<file path="config.mk">
export PLATFORM = sky130hd
export DESIGN_NAME = reg_read_stage
export DESIGN_NICKNAME = d
export VERILOG_FILES = /design/src/rtl/backend_pkg.sv /design/src/rtl/operand_bypass.sv /design/src/rtl/reg_read_stage.sv
export SDC_FILE = /design/constraint.sdc
export NUM_CORES = 1
export LEC_CHECK = 0
export CAP_MARGIN = 20
export CORE_MARGIN = 5
export CORE_UTILIZATION = 48
export CTS_CLUSTER_DIAMETER = 150
export DETAILED_ROUTE_END_ITERATION = 8
export PLACE_DENSITY = 0.84
export SYNTH_ARGS = -nofsm -noshare
export SYNTH_HDL_FRONTEND = slang
export SYNTH_SLANG_ARGS = --single-unit
</file>
<file path="constraint.sdc">
create_clock -name clk -period 23.8 [get_ports clk]
set_input_delay 4.76 -clock clk [delete_from_list [all_inputs] [get_ports clk]]
set_output_delay 4.76 -clock clk [all_outputs]
set_load 0.01 [all_outputs]
</file>
<file path="src/rtl/backend_pkg.sv">
// Shared back-end types: issue/execute packets, widths, and the ROB age compare.
package backend_pkg;

  localparam int XLEN      = 32;
  localparam int PREG_W    = 6;
  localparam int ROB_IDX_W = 5;
  localparam int OPC_W     = 7;

  typedef struct packed {
    logic [PREG_W-1:0]    src1_preg;
    logic [PREG_W-1:0]    src2_preg;
    logic                 src1_used;
    logic                 src2_used;
    logic [PREG_W-1:0]    dst_preg;
    logic [XLEN-1:0]      imm_val;
    logic [XLEN-1:0]      pc;
    logic [OPC_W-1:0]     opcode;
    logic                 alu_en;
    logic                 br_taken;
    logic [ROB_IDX_W-1:0] rob_entry_idx;
  } issue_packet_t;

  typedef struct packed {
    logic [XLEN-1:0]      src1_val;
    logic [XLEN-1:0]      src2_val;
    logic [XLEN-1:0]      imm_val;
    logic [XLEN-1:0]      pc;
    logic [OPC_W-1:0]     opcode;
    logic                 alu_en;
    logic                 br_taken;
    logic [PREG_W-1:0]    dst_preg;
    logic [ROB_IDX_W-1:0] rob_entry_idx;
  } exec_packet_t;

  // Ages are distances from the ROB head, so the compare survives index wrap.
  function automatic logic rob_is_younger(input logic [ROB_IDX_W-1:0] idx,
                                          input logic [ROB_IDX_W-1:0] ref_idx,
                                          input logic [ROB_IDX_W-1:0] head);
    logic [ROB_IDX_W-1:0] a_idx;
    logic [ROB_IDX_W-1:0] a_ref;
    a_idx = idx - head;
    a_ref = ref_idx - head;
    return a_idx > a_ref;
  endfunction

endpackage

</file>
<file path="src/rtl/operand_bypass.sv">
// Single-operand resolve: zero, then execute forward, then writeback, then PRF data.
module operand_bypass
  import backend_pkg::*;
(
  input  logic              i_used,
  input  logic [PREG_W-1:0] i_preg,
  input  logic [XLEN-1:0]   i_prf_val,
  input  logic              i_fwd_valid,
  input  logic [PREG_W-1:0] i_fwd_dst,
  input  logic [XLEN-1:0]   i_fwd_val,
  input  logic              i_wb_valid,
  input  logic [PREG_W-1:0] i_wb_dst,
  input  logic [XLEN-1:0]   i_wb_val,
  output logic [XLEN-1:0]   o_val
);

  // Forward beats writeback: it carries the newer value for the same preg.
  always_comb begin
    o_val = i_prf_val;
    if (!i_used || (i_preg == '0)) begin
      o_val = '0;
    end else if (i_fwd_valid && (i_fwd_dst == i_preg)) begin
      o_val = i_fwd_val;
    end else if (i_wb_valid && (i_wb_dst == i_preg)) begin
      o_val = i_wb_val;
    end
  end

endmodule

</file>
<file path="src/rtl/reg_read_stage.sv">
// Register-read stage: operand resolve, output register with 1-entry skid, flush filtering.
module reg_read_stage
  import backend_pkg::*;
(
  input  logic                 clk,
  input  logic                 rst,
  input  logic                 iss_valid,
  input  issue_packet_t        iss_pkt,
  output logic                 iss_ready,
  output logic [PREG_W-1:0]    prf_rs1_idx,
  input  logic [XLEN-1:0]      prf_rs1_val,
  output logic [PREG_W-1:0]    prf_rs2_idx,
  input  logic [XLEN-1:0]      prf_rs2_val,
  input  logic                 fwd_valid,
  input  logic [PREG_W-1:0]    fwd_dst,
  input  logic [XLEN-1:0]      fwd_val,
  input  logic                 wb_valid,
  input  logic [PREG_W-1:0]    wb_dst,
  input  logic [XLEN-1:0]      wb_val,
  input  logic                 flush,
  input  logic [ROB_IDX_W-1:0] flush_rob_idx,
  input  logic [ROB_IDX_W-1:0] rob_head_idx,
  input  logic                 ex_ready,
  output logic                 ex_valid,
  output exec_packet_t         ex_pkt
);

  logic         r_ex_valid;
  exec_packet_t r_ex_pkt;
  logic         r_skid_valid;
  exec_packet_t r_skid_pkt;
  logic         r_iss_ready;

  logic         w_accept;
  logic         w_out_load;
  logic [XLEN-1:0] w_src1_val;
  logic [XLEN-1:0] w_src2_val;
  exec_packet_t w_inc_pkt;
  logic         w_out_vld;
  exec_packet_t w_out_pkt;
  logic         w_skid_vld;
  exec_packet_t w_skid_pkt;

  assign prf_rs1_idx = iss_pkt.src1_preg;
  assign prf_rs2_idx = iss_pkt.src2_preg;
  assign w_accept    = iss_valid && r_iss_ready;
  assign w_out_load  = !r_ex_valid || ex_ready;

  operand_bypass u_src1 (
    .i_used(iss_pkt.src1_used), .i_preg(iss_pkt.src1_preg), .i_prf_val(prf_rs1_val),
    .i_fwd_valid(fwd_valid), .i_fwd_dst(fwd_dst), .i_fwd_val(fwd_val),
    .i_wb_valid(wb_valid), .i_wb_dst(wb_dst), .i_wb_val(wb_val), .o_val(w_src1_val)
  );

  operand_bypass u_src2 (
    .i_used(iss_pkt.src2_used), .i_preg(iss_pkt.src2_preg), .i_prf_val(prf_rs2_val),
    .i_fwd_valid(fwd_valid), .i_fwd_dst(fwd_dst), .i_fwd_val(fwd_val),
    .i_wb_valid(wb_valid), .i_wb_dst(wb_dst), .i_wb_val(wb_val), .o_val(w_src2_val)
  );

  always_comb begin
    w_inc_pkt.src1_val      = w_src1_val;
    w_inc_pkt.src2_val      = w_src2_val;
    w_inc_pkt.imm_val       = iss_pkt.imm_val;
    w_inc_pkt.pc            = iss_pkt.pc;
    w_inc_pkt.opcode        = iss_pkt.opcode;
    w_inc_pkt.alu_en        = iss_pkt.alu_en;
    w_inc_pkt.br_taken      = iss_pkt.br_taken;
    w_inc_pkt.dst_preg      = iss_pkt.dst_preg;
    w_inc_pkt.rob_entry_idx = iss_pkt.rob_entry_idx;
  end

  // Moves first (drain, skid->out, accept), then flush filters what is left.
  always_comb begin
    w_out_vld  = r_ex_valid;
    w_out_pkt  = r_ex_pkt;
    w_skid_vld = r_skid_valid;
    w_skid_pkt = r_skid_pkt;
    if (w_out_load) begin
      if (r_skid_valid) begin
        w_out_vld  = 1'b1;
        w_out_pkt  = r_skid_pkt;
        w_skid_vld = w_accept;
        w_skid_pkt = w_inc_pkt;
      end else begin
        w_out_vld  = w_accept;
        w_out_pkt  = w_inc_pkt;
      end
    end else if (w_accept) begin
      w_skid_vld = 1'b1;
      w_skid_pkt = w_inc_pkt;
    end
    if (flush) begin
      if (rob_is_younger(w_out_pkt.rob_entry_idx, flush_rob_idx, rob_head_idx))
        w_out_vld = 1'b0;
      if (rob_is_younger(w_skid_pkt.rob_entry_idx, flush_rob_idx, rob_head_idx))
        w_skid_vld = 1'b0;
    end
    if (!w_out_vld && w_skid_vld) begin
      w_out_vld  = 1'b1;
      w_out_pkt  = w_skid_pkt;
      w_skid_vld = 1'b0;
    end
  end

  // Stage boundary: output and skid registers.
  always_ff @(posedge clk or posedge rst) begin
    if (rst) begin
      r_ex_valid   <= 1'b0;
      r_ex_pkt     <= '0;
      r_skid_valid <= 1'b0;
      r_skid_pkt   <= '0;
      r_iss_ready  <= 1'b1;
    end else begin
      r_ex_valid   <= w_out_vld;
      r_ex_pkt     <= w_out_pkt;
      r_skid_valid <= w_skid_vld;
      r_skid_pkt   <= w_skid_pkt;
      r_iss_ready  <= !w_skid_vld;
    end
  end

  assign iss_ready = r_iss_ready;
  assign ex_valid  = r_ex_valid;
  assign ex_pkt    = r_ex_pkt;

endmodule

</file>
==> impl_metrics.env <==
export IMPL_synthCells=1812
export IMPL_tightestPinTransition_ns=1.14
export IMPL_synth_compound_area_share_pct=22.7
export IMPL_via_per_inst=5.97
export IMPL_place_hpwl_mm=39.8
export IMPL_layout_drive_gt1_share_pct=12.2
export IMPL_required_ns=24.20
export IMPL_mostFrequentLayoutCell="clkdlybuf4s50_1"
export IMPL_place_gp_congestion=0.894
export IMPL_synthMuxAreaShare_pct=10.3
export IMPL_path_class="input port to flip-flop"
export IMPL_synthXorXnorAreaFrac_pct=1.81
export IMPL_cp_start_kind="input port"
export IMPL_rsz0062_at_grt="false"
export IMPL_ys_ff_latch=299
export IMPL_synthDistinctLibCells=53
export IMPL_synth_top_area_share_pct=42.8
export IMPL_synth_top_cell_by_area="dfrtp_1"
export IMPL_drt_total_wl_mm=58.8
export IMPL_fin_nets=2407
export IMPL_critPathArrivalTime_ns=11.40
export IMPL_io_buffers=416
export IMPL_max_cap_viol_count=0
export IMPL_dp_cells=2550
export IMPL_htree_levels=2
export IMPL_wl_per_cell_um=22.4
export IMPL_die_w_um=201
export IMPL_min_period_ns=11.00
export IMPL_path_clk_slew_ns=0.06
export IMPL_pre_cts_slack_ns=12.00
export IMPL_fin_cells=2624
export IMPL_start_util_pct=48.8
export IMPL_postCtsHoldBufs=0
export IMPL_ys_warn_count=0
export IMPL_synthArstFlopShare_pct=100
export IMPL_p_leak_nw=9.62
export IMPL_synth_simple_area_share_pct=13.7
export IMPL_cts_tree="yes"
export IMPL_critical_path_peak_fanout=107
export IMPL_die_height_um=201
export IMPL_synth_top_family_by_area="compound AO/OA/AOI/OAI gates"
export IMPL_setup_violations_final=0
export IMPL_synthToLayoutAreaGrowth_pct=30.7
export IMPL_fin_tns_setup_ns=0
export IMPL_synth_fp_nets=2092
export IMPL_drc_errors=0
export IMPL_io_pins=417
export IMPL_num_vias=15700
export IMPL_seq_area_frac_synth_pct=42.9
export IMPL_dr_pass1_iters=6
export IMPL_grt_pass1_vias=16200
export IMPL_end_kind="flip-flop"
export IMPL_grtUsageTotal_pct=27.9
export IMPL_drt_initial_drc_count=1681
export IMPL_avgSynthCellArea_um2=9.62
export IMPL_rows=69
export IMPL_layout_common_cells="clkdlybuf4s50_1, dfrtp_1, nand2_1"
export IMPL_final_hold_viol_count=0
export IMPL_powerDensity_mw_per_mm2=111
export IMPL_antenna_found_initial=14
export IMPL_max_slew_margin_rel_pct=23.7
export IMPL_cts_resized=0
export IMPL_grt_max_degree=164
export IMPL_ir_worst_vdd_v=0.0000514
export IMPL_die_area_mm2=0.0402
export IMPL_synth_ff_type="dfrtp_1"
export IMPL_clock_sinks=299
export IMPL_coreArea_mm2=0.0357
export IMPL_clk_path_buf_depth=3
export IMPL_mappedNetlistArea_mm2=0.0174
export IMPL_clk_latency_ns=0.51
export IMPL_grt_pass1_wl_mm=91.3
export IMPL_cts_buffers=35
export IMPL_drtAntennaViolNets=0
export IMPL_slew_violations=0
export IMPL_hold_path_class="flip-flop to flip-flop"
export IMPL_overflow=0
export IMPL_outcome="completed"
export IMPL_cts_root_buf="clkbuf_16"
export IMPL_worst_slack_ns=12.80
export IMPL_skew_ns=0.0172
export IMPL_post_cts_buffers=0
export IMPL_fin_crit_sh_pct=46.2
export IMPL_holdWs_ns=0.496
export IMPL_max_freq_ghz=0.0909
export IMPL_ys_top_cells_by_area="dfrtp_1, nand2_1, mux2_2"
export IMPL_synth_edf_count=0
export IMPL_synthAdderAreaFrac_pct=1.92
## stage by stage
| stage | instance area [um2] | utilization, % | power (W) |
|---|---|---|---|
| floorplan | 17400 | - | 0.00150 |
| global route | 22800 | 63.8 | 0.00266 |
| detailed placement | 21500 | 60.3 | 0.00197 |
| global placement | 21500 | 60.2 | 0.00192 |
| finish | 22800 | 63.8 | 0.00253 |
| CTS | 22700 | 63.6 | 0.00253 |
## metal layers
| metal | up-vias | wire, um | track usage [%] |
|---|---|---|---|
| li1 | 7042 | - | - |
| met1 | 7630 | 22800 | 35.7 |
| met2 | 795 | 27800 | 44.8 |
| met3 | 195 | 4840 | 5.95 |
| met4 | 4 | 3380 | 14.5 |
| met5 | - | 27 | 0 |
## cells in the mapped netlist (5+ instances only)
master and instances:
dfrtp_1 298, nand2_1 289, o21ai_0 149, a21oi_1 121, nor2_1 112, mux2i_1 89
clkbuf_1 82, inv_1 82, mux2_2 81, nand3_1 72, buf_2 43, o211ai_1 35
or3_1 34, xnor2_1 31, a211o_1 30, a32oi_2 30, nor3_1 30, o211a_1 30
o221ai_2 30, o31ai_4 29, ha_1 22, buf_4 16, buf_1 8, a21o_1 7
buf_12 6, buf_6 5, xor2_1 5
## path summary, 6_finish.rpt
kind / startpoint / endpoint / slack [ns] / cells after the start
setup / recovery: ex_ready / ex_pkt[110] / 12.80 / 22
hold / removal: r_skid_pkt[114] / r_skid_pkt[114] / 0.50 / 2
setup reg to reg: r_skid_valid / ex_pkt[110] / 17.21 / 20
hold reg to reg: r_skid_pkt[114] / r_skid_pkt[114] / 0.50 / 2
max in group asynchronous: rst / r_skid_valid / 17.39 / 3
min in group asynchronous: rst / r_skid_pkt[94] / 4.84 / 2
## registers in the layout (all words and copies together), names as in the netlist
signal / cells
r_skid_valid: 1
ex_valid: 1
iss_ready: 1
ex_pkt: 148
r_skid_pkt: 148
## where the power goes
group	switching [W]	internal, W
Combinational	0.000576	0.000523
Sequential	0.000146	0.000733
Clock	0.000215	0.000335
## area by class of cell
class / count / area, um2
diodes: 12 / 30.0
well taps: 461 / 577
inverters: 82 / 315
repair buffers: 438 / 4370
clock buffers: 52 / 1070
clock inverters: 9 / 118
flip-flops and latches: 299 / 7490
fillers: 2827 / 12900
multi-input cells: 1271 / 8820
## kinds of logic after synthesis
| group | after synthesis |
|---|---|
| compound gates | 481 |
| xor+xnor | 36 |
| fa+ha+maj | 25 |
| buf+inv | 242 |
| flops | 299 |
| mux | 170 |
| simple gates | 559 |
## critical path, cell delays in order
cell	delay, ns
clkdlybuf4s50_1	0.53
nand2b_2	0.13
buf_4	0.66
nor2_1	0.26
a21oi_4	0.62
mux2i_1	0.37
ha_1	0.26
fa_1	0.22
inv_1	0.05
a21o_1	0.17
a21oi_1	0.16
xor2_1	0.19
xnor2_1	0.09
ha_1	0.33
nand3_1	0.11
o21ai_0	0.23
a31o_2	0.16
o211a_4	0.87
buf_4	0.41
buf_16	0.36
a21oi_1	0.09
a211o_1	0.28
(Power assumes the default switching activity.)
